[src/rtl/ubx_stream_parser.sv]
`default_nettype none
// ============================================================================
//  Module      : ubx_stream_parser
//  Description : UBX frame parser for the GNSS UART RX byte stream: sync hunt,
//                header decode, payload streaming, Fletcher-8 check, counters.
//                Optional inter-byte timeout enabled by macro UBX_TIMEOUT_EN.
//  Revision    : 1.0 - initial release
// ============================================================================
module ubx_stream_parser #(
    parameter int MAX_PYL_LEN    = 512,
    parameter int CNT_W          = 16,
    parameter int TIMEOUT_CYCLES = 100000
) (
    input  logic             i_uart_clk,
    input  logic             i_uart_rst,
    input  logic [7:0]       i_data_tdata,
    input  logic             i_data_tvalid,
    output logic [7:0]       o_class,
    output logic [7:0]       o_id,
    output logic [15:0]      o_length,
    output logic             o_hdr_tvalid,
    output logic [7:0]       o_pyl_tdata,
    output logic             o_pyl_tvalid,
    output logic             o_pyl_tlast,
    output logic             o_pkt_done,
    output logic             o_pkt_error,
    output logic             o_len_error,
    output logic             o_timeout,
    output logic [CNT_W-1:0] o_pkt_cnt,
    output logic [CNT_W-1:0] o_err_cnt
);

    typedef enum logic [3:0] {
        S_SYNC1   = 4'd0,
        S_SYNC2   = 4'd1,
        S_CLASS   = 4'd2,
        S_ID      = 4'd3,
        S_LEN_L   = 4'd4,
        S_LEN_H   = 4'd5,
        S_PAYLOAD = 4'd6,
        S_CK_A    = 4'd7,
        S_CK_B    = 4'd8,
        S_DONE    = 4'd9
    } state_t;

    localparam logic [7:0]       c_SYNC_1  = 8'hB5;
    localparam logic [7:0]       c_SYNC_2  = 8'h62;
    localparam logic [15:0]      c_MAX_LEN = 16'(MAX_PYL_LEN);
    localparam logic [CNT_W-1:0] c_CNT_MAX = '1;

    state_t           r_state_q,    w_state_d;
    logic [7:0]       r_ck_a_q,     w_ck_a_d;
    logic [7:0]       r_ck_b_q,     w_ck_b_d;
    logic [7:0]       r_rx_a_q,     w_rx_a_d;
    logic             r_mismatch_q, w_mismatch_d;
    logic [7:0]       r_cls_tmp_q,  w_cls_tmp_d;
    logic [7:0]       r_id_tmp_q,   w_id_tmp_d;
    logic [7:0]       r_len_lo_q,   w_len_lo_d;
    logic [15:0]      r_pcnt_q,     w_pcnt_d;
    logic [7:0]       r_class_q,    w_class_d;
    logic [7:0]       r_id_q,       w_id_d;
    logic [15:0]      r_length_q,   w_length_d;
    logic             r_hdr_q,      w_hdr_d;
    logic [7:0]       r_pyl_data_q, w_pyl_data_d;
    logic             r_pyl_vld_q,  w_pyl_vld_d;
    logic             r_pyl_last_q, w_pyl_last_d;
    logic             r_done_q,     w_done_d;
    logic             r_pkt_err_q,  w_pkt_err_d;
    logic             r_len_err_q,  w_len_err_d;
    logic [CNT_W-1:0] r_pkt_cnt_q,  w_pkt_cnt_d;
    logic [CNT_W-1:0] r_err_cnt_q,  w_err_cnt_d;
    logic             w_tmo_d;

    logic [15:0] w_len;
    logic [7:0]  w_ck_a_upd;
    logic [7:0]  w_ck_b_upd;

    assign w_len      = {i_data_tdata, r_len_lo_q};
    assign w_ck_a_upd = r_ck_a_q + i_data_tdata;
    assign w_ck_b_upd = r_ck_b_q + w_ck_a_upd;

`ifdef UBX_TIMEOUT_EN
    localparam int             c_IDLE_W    = $clog2(TIMEOUT_CYCLES + 1);
    localparam logic [c_IDLE_W-1:0] c_IDLE_MAX  = c_IDLE_W'(TIMEOUT_CYCLES);
    localparam logic [c_IDLE_W-1:0] c_IDLE_LAST = c_IDLE_W'(TIMEOUT_CYCLES - 1);

    logic [c_IDLE_W-1:0] r_idle_q, w_idle_d;
    logic                r_tmo_q;

    always_ff @(posedge i_uart_clk) begin
        if (i_uart_rst) begin
            r_idle_q <= '0;
            r_tmo_q  <= 1'b0;
        end else begin
            r_idle_q <= w_idle_d;
            r_tmo_q  <= w_tmo_d;
        end
    end

    assign o_timeout = r_tmo_q;
`else
    assign o_timeout = 1'b0;
`endif

    always_comb begin
        w_state_d    = r_state_q;
        w_ck_a_d     = r_ck_a_q;
        w_ck_b_d     = r_ck_b_q;
        w_rx_a_d     = r_rx_a_q;
        w_mismatch_d = r_mismatch_q;
        w_cls_tmp_d  = r_cls_tmp_q;
        w_id_tmp_d   = r_id_tmp_q;
        w_len_lo_d   = r_len_lo_q;
        w_pcnt_d     = r_pcnt_q;
        w_class_d    = r_class_q;
        w_id_d       = r_id_q;
        w_length_d   = r_length_q;
        w_pyl_data_d = r_pyl_data_q;
        w_hdr_d      = 1'b0;
        w_pyl_vld_d  = 1'b0;
        w_pyl_last_d = 1'b0;
        w_done_d     = 1'b0;
        w_pkt_err_d  = 1'b0;
        w_len_err_d  = 1'b0;
        w_tmo_d      = 1'b0;
        w_pkt_cnt_d  = r_pkt_cnt_q;
        w_err_cnt_d  = r_err_cnt_q;

        // DONE is not gated by tvalid; its byte is treated as SYNC1 input
        case (r_state_q)
            S_SYNC1: if (i_data_tvalid && i_data_tdata == c_SYNC_1) w_state_d = S_SYNC2;
            S_SYNC2: if (i_data_tvalid) begin
                if (i_data_tdata == c_SYNC_2) begin
                    w_state_d = S_CLASS;
                    w_ck_a_d  = 8'h00;
                    w_ck_b_d  = 8'h00;
                end else if (i_data_tdata != c_SYNC_1) begin
                    w_state_d = S_SYNC1;
                end
            end
            S_CLASS, S_ID, S_LEN_L, S_LEN_H, S_PAYLOAD: if (i_data_tvalid) begin
                w_ck_a_d = w_ck_a_upd;
                w_ck_b_d = w_ck_b_upd;
                case (r_state_q)
                    S_CLASS: begin w_cls_tmp_d = i_data_tdata; w_state_d = S_ID;    end
                    S_ID:    begin w_id_tmp_d  = i_data_tdata; w_state_d = S_LEN_L; end
                    S_LEN_L: begin w_len_lo_d  = i_data_tdata; w_state_d = S_LEN_H; end
                    S_LEN_H: begin
                        if (w_len > c_MAX_LEN) begin
                            w_len_err_d = 1'b1;
                            w_state_d   = S_SYNC1;
                        end else begin
                            w_hdr_d    = 1'b1;
                            w_class_d  = r_cls_tmp_q;
                            w_id_d     = r_id_tmp_q;
                            w_length_d = w_len;
                            w_pcnt_d   = 16'd0;
                            w_state_d  = (w_len == 16'd0) ? S_CK_A : S_PAYLOAD;
                        end
                    end
                    default: begin
                        w_pyl_vld_d  = 1'b1;
                        w_pyl_data_d = i_data_tdata;
                        w_pcnt_d     = r_pcnt_q + 16'd1;
                        if (r_pcnt_q == r_length_q - 16'd1) begin
                            w_pyl_last_d = 1'b1;
                            w_state_d    = S_CK_A;
                        end
                    end
                endcase
            end
            S_CK_A: if (i_data_tvalid) begin
                w_rx_a_d  = i_data_tdata;
                w_state_d = S_CK_B;
            end
            S_CK_B: if (i_data_tvalid) begin
                w_mismatch_d = ({r_rx_a_q, i_data_tdata} != {r_ck_a_q, r_ck_b_q});
                w_state_d    = S_DONE;
            end
            S_DONE: begin
                w_done_d    = 1'b1;
                w_pkt_err_d = r_mismatch_q;
                w_state_d   = (i_data_tvalid && i_data_tdata == c_SYNC_1) ? S_SYNC2 : S_SYNC1;
            end
            default: w_state_d = S_SYNC1;
        endcase

`ifdef UBX_TIMEOUT_EN
        w_idle_d = i_data_tvalid ? '0 : ((r_idle_q == c_IDLE_MAX) ? r_idle_q : r_idle_q + 1'b1);
        // Fires on the TIMEOUT_CYCLES-th consecutive idle clock inside a frame
        if (!i_data_tvalid && r_idle_q == c_IDLE_LAST &&
            r_state_q != S_SYNC1 && r_state_q != S_SYNC2 && r_state_q != S_DONE) begin
            w_tmo_d   = 1'b1;
            w_state_d = S_SYNC1;
            w_ck_a_d  = 8'h00;
            w_ck_b_d  = 8'h00;
        end
`endif

        if (w_done_d && !r_mismatch_q && r_pkt_cnt_q != c_CNT_MAX)
            w_pkt_cnt_d = r_pkt_cnt_q + 1'b1;
        if (((w_done_d && r_mismatch_q) || w_len_err_d || w_tmo_d) && r_err_cnt_q != c_CNT_MAX)
            w_err_cnt_d = r_err_cnt_q + 1'b1;
    end

    always_ff @(posedge i_uart_clk) begin
        if (i_uart_rst) begin
            r_state_q    <= S_SYNC1;
            r_ck_a_q     <= 8'h00;
            r_ck_b_q     <= 8'h00;
            r_rx_a_q     <= 8'h00;
            r_mismatch_q <= 1'b0;
            r_cls_tmp_q  <= 8'h00;
            r_id_tmp_q   <= 8'h00;
            r_len_lo_q   <= 8'h00;
            r_pcnt_q     <= 16'd0;
            r_class_q    <= 8'h00;
            r_id_q       <= 8'h00;
            r_length_q   <= 16'd0;
            r_hdr_q      <= 1'b0;
            r_pyl_data_q <= 8'h00;
            r_pyl_vld_q  <= 1'b0;
            r_pyl_last_q <= 1'b0;
            r_done_q     <= 1'b0;
            r_pkt_err_q  <= 1'b0;
            r_len_err_q  <= 1'b0;
            r_pkt_cnt_q  <= '0;
            r_err_cnt_q  <= '0;
        end else begin
            r_state_q    <= w_state_d;
            r_ck_a_q     <= w_ck_a_d;
            r_ck_b_q     <= w_ck_b_d;
            r_rx_a_q     <= w_rx_a_d;
            r_mismatch_q <= w_mismatch_d;
            r_cls_tmp_q  <= w_cls_tmp_d;
            r_id_tmp_q   <= w_id_tmp_d;
            r_len_lo_q   <= w_len_lo_d;
            r_pcnt_q     <= w_pcnt_d;
            r_class_q    <= w_class_d;
            r_id_q       <= w_id_d;
            r_length_q   <= w_length_d;
            r_hdr_q      <= w_hdr_d;
            r_pyl_data_q <= w_pyl_data_d;
            r_pyl_vld_q  <= w_pyl_vld_d;
            r_pyl_last_q <= w_pyl_last_d;
            r_done_q     <= w_done_d;
            r_pkt_err_q  <= w_pkt_err_d;
            r_len_err_q  <= w_len_err_d;
            r_pkt_cnt_q  <= w_pkt_cnt_d;
            r_err_cnt_q  <= w_err_cnt_d;
        end
    end

    assign o_class      = r_class_q;
    assign o_id         = r_id_q;
    assign o_length     = r_length_q;
    assign o_hdr_tvalid = r_hdr_q;
    assign o_pyl_tdata  = r_pyl_data_q;
    assign o_pyl_tvalid = r_pyl_vld_q;
    assign o_pyl_tlast  = r_pyl_last_q;
    assign o_pkt_done   = r_done_q;
    assign o_pkt_error  = r_pkt_err_q;
    assign o_len_error  = r_len_err_q;
    assign o_pkt_cnt    = r_pkt_cnt_q;
    assign o_err_cnt    = r_err_cnt_q;

endmodule
`default_nettype wire

[config.mk]
export PLATFORM = sky130hd
export DESIGN_NAME = ubx_stream_parser
export DESIGN_NICKNAME = d
export VERILOG_FILES = /design/src/rtl/ubx_stream_parser.sv
export SDC_FILE = /design/constraint.sdc
export NUM_CORES = 1
export LEC_CHECK = 0
export CORE_MARGIN = 8
export CORE_UTILIZATION = 50
export CTS_BUF_LIST = sky130_fd_sc_hd__clkbuf_16
export DETAILED_ROUTE_END_ITERATION = 7
export PLACE_DENSITY = 0.76
export SLEW_MARGIN = 0
export SYNTH_ARGS = -nofsm -noshare
export SYNTH_HDL_FRONTEND = slang
export SYNTH_SLANG_ARGS = --single-unit
[constraint.sdc]
create_clock -name i_uart_clk -period 3 [get_ports i_uart_clk]
set_input_delay 0.6 -clock i_uart_clk [delete_from_list [all_inputs] [get_ports i_uart_clk]]
set_output_delay 0.6 -clock i_uart_clk [all_outputs]
set_load 0.05 [all_outputs]
==> tab_implementation.tex, run 1 <==
\begin{tabular}{lr}
\hline
Metric & Value \\
\hline
\multicolumn{2}{l}{\textbf{Floorplanning}} \\
Starting density of the core & 0.511 \\
Cell Rows & 43 \\
Die height & 135 um \\
Area of the core & 13900 um2 \\
Number of primary I/O pins & 90 \\
Floorplan die area & 18300 um2 \\
Width of the chip & 135 um \\
\multicolumn{2}{l}{\textbf{Logic synthesis}} \\
Synth Net Count & 870 \\
Number of standard cells after synthesis & 839 \\
Fraction of synthesized cell area taken by the top area cell type & 0.415 \\
Flip-flop and latch count after synthesis & 147 \\
Unique masters post-synth & 61 \\
Average footprint of a synthesized cell & 8.45 um2 \\
EDFF count, synth & 0 \\
Cells taking the most area after synthesis & sky130\_fd\_sc\_hd\_\_dfxtp\_1 (41\%), sky130\_fd\_sc\_hd\_\_nor2\_1 (7.3\%), sky130\_fd\_sc\_hd\_\_xnor2\_1 (6.2\%) \\
Library cell occupying the most area in the post-synthesis netlist & sky130\_fd\_sc\_hd\_\_dfxtp\_1 \\
Async set-or-reset flop fraction in the synthesized netlist & 0 \\
Post-Synthesis Cell Area & 7090 um2 \\
Synthesis warning total & 0 \\
Proportion of synthesized chip area in sequential cells & 0.415 \\
Most used flip-flop cell after synthesis & sky130\_fd\_sc\_hd\_\_dfxtp\_1 \\
\multicolumn{2}{l}{\textbf{Power}} \\
Part of the power in the clock network & 0.379 \\
Worst vdd rail ir drop & 0.481 mV \\
Power Dens Cells & 633 nW/um2 \\
Part of the power in combinational logic & 0.244 \\
Total power consumption of the routed design & 5.83 mW \\
Switching share of power & 0.291 \\
Leakage dissipation & 3.59 nW \\
Net Switching & 1.70 mW \\
Sequential Power Share & 0.377 \\
Internal power consumption & 4.13 mW \\
\multicolumn{2}{l}{\textbf{Clock tree}} \\
CTS tree & yes \\
Count of clock tree sinks & 147 \\
Clock latency on the worst-skew pair & 420 ps \\
TritonCTS buffer count & 17 \\
Number of H-tree branching levels & 4 \\
CTS Root Buffer Type & sky130\_fd\_sc\_hd\_\_clkbuf\_16 \\
Register clock-pin slew on the reported worst setup and hold paths & 60 ps \\
Clock Path Buffers & 2 \\
\multicolumn{2}{l}{\textbf{Worst setup path}} \\
Type of the worst setup path & input port to flip-flop \\
Worst setup EP type & flip-flop \\
Crit path max fanout & 8 \\
Nature of the critical path startpoint & input port \\
CP arrival & 3180 ps \\
Data required, critical path & 3350 ps \\
\multicolumn{2}{l}{\textbf{Finish}} \\
Diodes inserted & 0 \\
Non-Filler Cell Area, Final & 9210 um2 \\
Share of layout cells above drive strength 1 & 0.119 \\
Utilization of the core after routing & 0.664 \\
Fill cell total of the finished layout & 1158 \\
Final nets & 1003 \\
Total area of multi-input combinational cells & 3930 um2 \\
Reg area & 2940 um2 \\
Post-layout instance count excluding filler cells & 1165 \\
Relative area change from synthesis to final layout & 29.9\% \\
\multicolumn{2}{l}{\textbf{Timing}} \\
Number of hold violations in the final report & 0 \\
Final setup margin & 171 ps \\
Total negative slack for setup checks & 0 ps \\
RSZ-0062 raised after global routing & no \\
Slew at the pin closest to its max-slew limit & 683 ps \\
Max\_slew headroom & 0.545 \\
Worst hold-check slack & 456 ps \\
Achievable clock frequency & 353 MHz \\
Clock period minus final worst setup slack & 2830 ps \\
Worst-case clock skew & 8.44 ps \\
Final setup fails & 0 \\
Max Slew Vio Count & 0 \\
Share of the cycle needed by the critical path after routing & 0.943 \\
\multicolumn{2}{l}{\textbf{Global routing}} \\
All-Layer GR Usage & 0.199 \\
Wire length of the first global-routing pass & 29700 um \\
Vias in the first global route & 6158 \\
Final global-route overflow total & 0 \\
Pin count of the biggest net entering global routing & 68 \\
Number of antenna violations at the first check in global routing & 0 \\
\multicolumn{2}{l}{\textbf{Drt}} \\
DRC marker count from the first detailed-route iteration & 417 \\
Post-DRT Antenna Nets & 0 \\
Detail-routed net length per standard cell & 15.2 um \\
Count of unresolved DRC violations after routing & 0 \\
Detailed-route via count & 6314 \\
Via density per instance & 5.42 \\
Detailed-route wire length & 17700 um \\
Number of search-and-repair iterations in the first detailed-routing pass & 5 \\
\multicolumn{2}{l}{\textbf{Placed design}} \\
Post-DP HPWL & 12600 um \\
Placement Setup Slack & -551 ps \\
Gp weighted congestion & 0.897 \\
Instance area after placement & 8540 um2 \\
Number of buffer cells added on primary ports & 88 \\
Placed instance count & 1129 \\
\multicolumn{2}{l}{\textbf{Status}} \\
Status & finished, final reports clean \\
\multicolumn{2}{l}{\textbf{Worst hold path}} \\
Hold crit path type & flip-flop to flip-flop \\
\multicolumn{2}{l}{\textbf{Run}} \\
Max Cap Violations & 0 \\
\hline
\end{tabular}
-- cell usage in the layout, fill, tap and decap left out, drive strengths merged, types with 3 or more instances in the layout --
| cell | Yosys | routed |
|---|---|---|
| dfxtp | 147 | 147 |
| nor2 | 137 | 137 |
| nand2 | 92 | 92 |
| clkdlybuf4s50 | 0 | 85 |
| buf | 8 | 72 |
| a21oi | 55 | 55 |
| xnor2 | 50 | 50 |
| mux2i | 41 | 41 |
| xor2 | 31 | 31 |
| nand3 | 25 | 25 |
| nand4 | 23 | 23 |
| inv | 16 | 20 |
| ha | 18 | 18 |
| clkbuf | 37 | 17 |
| o21ai | 16 | 16 |
| nor3 | 14 | 14 |
| nor4 | 14 | 14 |
| and3 | 12 | 12 |
| and2 | 10 | 10 |
| a22oi | 10 | 10 |
| nor2b | 9 | 9 |
| or3 | 7 | 7 |
| nand3b | 5 | 5 |
| nand4b | 5 | 5 |
| a21o | 4 | 4 |
| a211oi | 4 | 4 |
| nand2b | 4 | 4 |
| bufinv | 0 | 4 |
| or4 | 4 | 4 |
| o31ai | 4 | 4 |
| clkinv | 0 | 4 |
| and4 | 3 | 3 |
| clkinvlp | 0 | 3 |
| o41ai | 3 | 3 |
-- routing by layer --
metal / GRT usage / routed length (um) / share of wire / vias to the layer above
met3: 0.0431 / 769 / 0.043 / 21
li1: - / - / - / 3157
met4: 0.0691 / 290 / 0.016 / 0
met2: 0.335 / 8530 / 0.48 / 135
met1: 0.243 / 8100 / 0.46 / 3001
met5: 0 / 0 / 0 / -
-- power groups by stage --
| stage | combinational [mW] | sequential [mW] | clock (mW) |
|---|---|---|---|
| final | 1.42 | 2.20 | 2.21 |
| after global routing | 1.57 | 2.22 | 2.33 |
| after CTS | 1.38 | 2.20 | 2.24 |
| after detailed placement | 1.35 | 2.24 | 0 |
| after global placement | 1.33 | 2.24 | 0 |
| after floorplan | 0.934 | 2.19 | 0 |
-- state kept, by name, summed over array words and instances (netlist names) --
signal        count
r_id_tmp_q        8
o_pyl_tvalid      1
r_len_lo_q        8
o_err_cnt        16
o_id              8
o_hdr_tvalid      1
o_length         16
r_ck_b_q          8
r_pcnt_q         16
o_len_error       1
r_cls_tmp_q       8
r_ck_a_q          8
r_state_q         4
o_pyl_tlast       1
o_pyl_tdata       8
r_rx_a_q          8
o_pkt_cnt        16
o_pkt_done        1
o_pkt_error       1
o_class           8
r_mismatch_q      1
-- cell usage after synthesis, types with 3 or more instances --
cell type	n
sky130_fd_sc_hd__a211oi_1	4
sky130_fd_sc_hd__a21o_1	4
sky130_fd_sc_hd__a21oi_1	55
sky130_fd_sc_hd__a22oi_1	10
sky130_fd_sc_hd__and2_1	10
sky130_fd_sc_hd__and3_1	12
sky130_fd_sc_hd__and4_1	3
sky130_fd_sc_hd__buf_2	5
sky130_fd_sc_hd__buf_4	3
sky130_fd_sc_hd__clkbuf_1	37
sky130_fd_sc_hd__dfxtp_1	147
sky130_fd_sc_hd__ha_1	18
sky130_fd_sc_hd__inv_1	16
sky130_fd_sc_hd__mux2i_1	41
sky130_fd_sc_hd__nand2_1	91
sky130_fd_sc_hd__nand2b_1	4
sky130_fd_sc_hd__nand3_1	25
sky130_fd_sc_hd__nand3b_1	5
sky130_fd_sc_hd__nand4_1	23
sky130_fd_sc_hd__nand4b_1	4
sky130_fd_sc_hd__nor2_1	137
sky130_fd_sc_hd__nor2b_1	9
sky130_fd_sc_hd__nor3_1	14
sky130_fd_sc_hd__nor4_1	12
sky130_fd_sc_hd__o21ai_0	15
sky130_fd_sc_hd__o31ai_1	3
sky130_fd_sc_hd__o41ai_1	3
sky130_fd_sc_hd__or3_1	6
sky130_fd_sc_hd__or4_1	3
sky130_fd_sc_hd__xnor2_1	50
sky130_fd_sc_hd__xor2_1	31
-- kinds of logic (layout without fill, tap and decap cells) --
family,Yosys count,count (layout),share of synthesized area
buffers and inverters,61,207,0.0348
XOR/XNOR,81,81,0.100
AO/OA/AOI/OAI,116,116,0.102
adder cells (fa/ha/maj),20,20,0.0374
AND/OR/NAND/NOR,372,372,0.252
other,1,1,0.000529
multiplexers,41,41,0.0579
flip-flops,147,147,0.415
-- worst paths after layout --
kind / start / end / slack [ps] / depth (start not counted)
max: i_data_tdata[2] / r_pcnt_q[13] / 170 / 8
min: o_class[2] / o_class[2] / 460 / 2
max reg2reg: r_ck_a_q[0] / r_ck_b_q[7] / 190 / 15
min reg2reg: o_class[2] / o_class[2] / 460 / 2
-- worst max-delay path, cell delays in order --
cell and delay (ps):
sky130_fd_sc_hd__clkdlybuf4s50_1 450, sky130_fd_sc_hd__buf_4 160, sky130_fd_sc_hd__or4_4 510, sky130_fd_sc_hd__or3_4 360, sky130_fd_sc_hd__o31ai_4 330, sky130_fd_sc_hd__nand4b_2 260, sky130_fd_sc_hd__or3_1 370, sky130_fd_sc_hd__a21oi_1 140
-- what timing repair did --
| action | in CTS | in global routing |
|---|---|---|
| hold buffers | 0 | 0 |
| pin swaps | 3 | 9 |
| setup endpoints to repair | 1 | 2 |
| buffers inserted | 1 | 3 |
| gates resized for setup | 3 | 4 |
-- area by class of cell --
class / instances / share of cell area
flip-flops and latches: 147 / 0.319
clock buffers: 17 / 0.0462
inverters: 16 / 0.00652
clock inverters: 15 / 0.0206
repair buffers: 159 / 0.156
well taps: 180 / 0.0244
multi-input cells: 631 / 0.426
(Power assumes the default switching activity.)
==> run 2, diff against run 1 <==
--- a/config.mk
+++ b/config.mk
@@ -8,8 +8,10 @@
 export CORE_MARGIN = 8
 export CORE_UTILIZATION = 50
 export CTS_BUF_LIST = sky130_fd_sc_hd__clkbuf_16
+export CTS_CLUSTER_SIZE = 25
 export DETAILED_ROUTE_END_ITERATION = 7
-export PLACE_DENSITY = 0.76
+export DONT_BUFFER_PORTS = 1
+export PLACE_DENSITY = 0.68
 export SLEW_MARGIN = 0
 export SYNTH_ARGS = -nofsm -noshare
 export SYNTH_HDL_FRONTEND = slang
==> run 2 against run 1 <==
- sequential power hardly changed
- non-clock buffer count is 100 lower
- global-route usage is 0.72 points lower
- clock-buffer cell count stayed put
- clock power is 5% lower
- sequential share of layout area is 4.1 points higher
- largest power group is now sequential cells
==> tab_implementation.tex, run 2 (synthesis gave the netlist of run 1 again) <==
\begin{tabular}{lr}
\hline
Metric & Value \\
\hline
\multicolumn{2}{l}{\textbf{Clock tree}} \\
Number of H-tree branching levels & 4 (unchanged) \\
TritonCTS buffer count & 17 (unchanged) \\
CTS tree & yes (unchanged) \\
CTS resizes & 0 (was 3) \\
Post-CTS repair timing setup buffer count & 0 (was 1) \\
Clock latency on the worst-skew pair & 430 ps (was 420 ps) \\
Clock Path Buffers & 2 (unchanged) \\
CTS Root Buffer Type & sky130\_fd\_sc\_hd\_\_clkbuf\_16 (unchanged) \\
Register clock-pin slew on the reported worst setup and hold paths & 70 ps (was 60 ps) \\
Count of clock tree sinks & 147 (unchanged) \\
Number of hold buffers added after cts & 0 (unchanged) \\
\multicolumn{2}{l}{\textbf{Global routing}} \\
Final global-route overflow total & 0 (unchanged) \\
All-Layer GR Usage & 0.191 (was 0.199) \\
Pin count of the biggest net entering global routing & 129 (was 68) \\
Number of antenna violations at the first check in global routing & 0 (unchanged) \\
Vias in the first global route & 5707 (was 6158) \\
Wire length of the first global-routing pass & 28600 um (was 29700 um) \\
\multicolumn{2}{l}{\textbf{Drt}} \\
Number of search-and-repair iterations in the first detailed-routing pass & 5 (unchanged) \\
DRC marker count from the first detailed-route iteration & 369 (was 417) \\
Count of unresolved DRC violations after routing & 0 (unchanged) \\
Via density per instance & 5.66 (was 5.42) \\
Detail-routed net length per standard cell & 16.5 um (was 15.2 um) \\
Detailed-route wire length & 17600 um (was 17700 um) \\
Detailed-route via count & 6027 (was 6314) \\
Post-DRT Antenna Nets & 0 (unchanged) \\
\multicolumn{2}{l}{\textbf{Timing}} \\
Worst-case clock skew & 9.91 ps (was 8.44 ps) \\
Number of hold violations in the final report & 0 (unchanged) \\
Slew at the pin closest to its max-slew limit & 1180 ps (was 683 ps) \\
Achievable clock frequency & 353 MHz (about the same) \\
Max Slew Vio Count & 0 (unchanged) \\
RSZ-0062 raised after global routing & no (unchanged) \\
Worst hold-check slack & 275 ps (was 456 ps) \\
Max\_slew headroom & 0.205 (was 0.545) \\
Clock period minus final worst setup slack & 2830 ps (about the same) \\
Share of the cycle needed by the critical path after routing & 0.944 (was 0.943) \\
Final setup fails & 0 (unchanged) \\
\multicolumn{2}{l}{\textbf{Worst hold path}} \\
WHS Endpoint & o\_pyl\_tvalid (was o\_class[2]) \\
Hold crit path type & input port to flip-flop (was flip-flop to flip-flop) \\
Min-Delay Startpoint & i\_uart\_rst (was o\_class[2]) \\
Hold Path Cell Cnt & 1 (was 2) \\
\multicolumn{2}{l}{\textbf{Floorplanning}} \\
Floorplan die area & 18300 um2 (unchanged) \\
Die height & 135 um (unchanged) \\
Starting density of the core & 0.511 (unchanged) \\
Area of the core & 13900 um2 (unchanged) \\
Cell Rows & 43 (unchanged) \\
Width of the chip & 135 um (unchanged) \\
Number of primary I/O pins & 90 (unchanged) \\
\multicolumn{2}{l}{\textbf{Worst setup path}} \\
Standard cell with the maximum stage delay on the critical path & sky130\_fd\_sc\_hd\_\_o41ai\_2 (was sky130\_fd\_sc\_hd\_\_or4\_4) \\
Type of the worst setup path & flip-flop to flip-flop (was input port to flip-flop) \\
Data required, critical path & 3300 ps (was 3350 ps) \\
Worst reg2reg startpoint & r\_ck\_a\_q[0] (unchanged) \\
Nature of the critical path startpoint & flip-flop (was input port) \\
Reg2Reg Capture Point & r\_ck\_b\_q[7] (unchanged) \\
Setup slack on the worst flop-to-flop path & 170 ps (was 190 ps) \\
Crit-path cells & ha\_1 > fa\_1 > a21o\_1 > a21oi\_1 > o21bai\_1 > a21oi\_1 > xnor2\_1 > ha\_1 > o41ai\_2 > nor2b\_1 > mux2i\_1 > nand4\_1 (was clkdlybuf4s50\_1 > buf\_4 > or4\_4 > or3\_4 > o31ai\_4 > nand4b\_2 > or3\_1 > a21oi\_1) \\
CP max stage delay & 430 ps (was 510 ps) \\
Logic depth of the worst register-to-register path & 12 (was 15) \\
Crit path max fanout & 3 (was 8) \\
Worst setup EP type & flip-flop (unchanged) \\
CP arrival & 3130 ps (was 3180 ps) \\
\multicolumn{2}{l}{\textbf{Placed design}} \\
Placed instance count & 1033 (was 1129) \\
Gp weighted congestion & 0.880 (was 0.897) \\
Post-DP HPWL & 12600 um (about the same) \\
Number of buffer cells added on primary ports & 0 (was 88) \\
\multicolumn{2}{l}{\textbf{Power}} \\
Leakage dissipation & 3.20 nW (was 3.59 nW) \\
Switching share of power & 0.301 (was 0.291) \\
Total power consumption of the routed design & 5.41 mW (was 5.83 mW) \\
Part of the power in combinational logic & 0.205 (was 0.244) \\
Net Switching & 1.63 mW (was 1.70 mW) \\
Worst vdd rail ir drop & 0.379 mV (was 0.481 mV) \\
Part of the power in the clock network & 0.386 (was 0.379) \\
Power Dens Cells & 662 nW/um2 (was 633 nW/um2) \\
Internal power consumption & 3.78 mW (was 4.13 mW) \\
Sequential Power Share & 0.409 (was 0.377) \\
\multicolumn{2}{l}{\textbf{Finish}} \\
Diodes inserted & 0 (unchanged) \\
Leading cell type in the layout, fill and taps excluded & sky130\_fd\_sc\_hd\_\_dfxtp\_1 (unchanged) \\
Relative area change from synthesis to final layout & 15.1\% (was 29.9\%) \\
Post-layout instance count excluding filler cells & 1065 (was 1165) \\
Fill cell total of the finished layout & 1238 (was 1158) \\
Final nets & 903 (was 1003) \\
Share of layout cells above drive strength 1 & 0.114 (was 0.119) \\
Most frequent cells in the layout & sky130\_fd\_sc\_hd\_\_dfxtp\_1 (147), sky130\_fd\_sc\_hd\_\_nor2\_1 (137), sky130\_fd\_sc\_hd\_\_nand2\_1 (91) (was sky130\_fd\_sc\_hd\_\_dfxtp\_1 (147), sky130\_fd\_sc\_hd\_\_nor2\_1 (136), sky130\_fd\_sc\_hd\_\_nand2\_1 (91)) \\
\multicolumn{2}{l}{\textbf{Status}} \\
Status & finished, final reports clean (unchanged) \\
\multicolumn{2}{l}{\textbf{Run}} \\
Max Cap Violations & 0 (unchanged) \\
\hline
\end{tabular}
## run 2: cell types whose count changed in the layout (fill, tap and decap cells not counted), moves of 2 or more
cell,change
sky130_fd_sc_hd__buf_4,-11
sky130_fd_sc_hd__bufinv_16,-2
sky130_fd_sc_hd__buf_12,-2
sky130_fd_sc_hd__inv_6,+3
sky130_fd_sc_hd__dlymetal6s2s_1,-2
sky130_fd_sc_hd__clkinvlp_4,+2
sky130_fd_sc_hd__clkdlybuf4s50_1,-85
## run 2: final cells by class
| class | instances | area (um2) | area share |
|---|---|---|---|
| Timing Repair Buffer | 59 | 443 | 0.0543 |
| Tap cell | 180 | 225 | 0.0276 |
| Clock inverter | 15 | 154 | 0.0189 |
| Sequential cell | 147 | 2940 | 0.360 |
| Inverter | 16 | 60.1 | 0.00736 |
| Clock buffer | 17 | 425 | 0.0521 |
| Multi-Input combinational cell | 631 | 3910 | 0.479 |
## run 2: power by group through the flow
stage | clock network (mW) | registers [mW] | logic (mW)
2_1_floorplan | 0 | 2.19 | 0.934
3_3_place_gp | 0 | 2.24 | 1.04
3_5_place_dp | 0 | 2.25 | 1.09
4_1_cts | 2.11 | 2.21 | 1.10
5_1_grt | 2.19 | 2.22 | 1.21
6_report | 2.09 | 2.21 | 1.11
## run 2: worst max-delay path by stage
stage                             end  slack (ps)       startpoint  depth (start not counted)
final                     r_ck_b_q[7]         170      r_ck_a_q[0]                         12
after global routing      r_ck_b_q[7]          30      r_ck_a_q[0]                         12
after CTS                 r_ck_b_q[6]         190      r_ck_a_q[0]                         11
after detailed placement  r_ck_b_q[7]         -60  i_data_tdata[0]                         12
after global placement    r_ck_b_q[7]          30  i_data_tdata[0]                         12
after floorplan           r_ck_b_q[7]         120  i_data_tdata[0]                         12
## run 2: through the flow
step | TNS [ps] | worst slack, ps | utilization | area (um2)
final | 0 | 168 | 0.588 | 8160
after global routing | 0 | 27.1 | 0.588 | 8160
after CTS | 0 | 191 | 0.588 | 8160
after detailed placement | -114 | -62.4 | 0.546 | 7580
after global placement | 0 | 25.2 | 0.546 | 7580
after floorplan | 0 | 124 | - | 7100
## run 2: critical path: cells and delay by family, from the launching register on
family / cells / cell delay (ps)
flip-flops: 1 / 340
XOR/XNOR: 1 / 110
AO/OA/AOI/OAI: 5 / 1060
AND/OR/NAND/NOR: 2 / 190
multiplexers: 1 / 150
adder cells (fa/ha/maj): 3 / 860
## run 2: routing by layer
layer | vias to the layer above | track usage | wire (um)
met5 | - | 0 | 0
met4 | 0 | 0.0777 | 311
met3 | 23 | 0.0505 | 1140
met2 | 164 | 0.316 | 8740
met1 | 2896 | 0.230 | 7390
li1 | 2944 | - | -
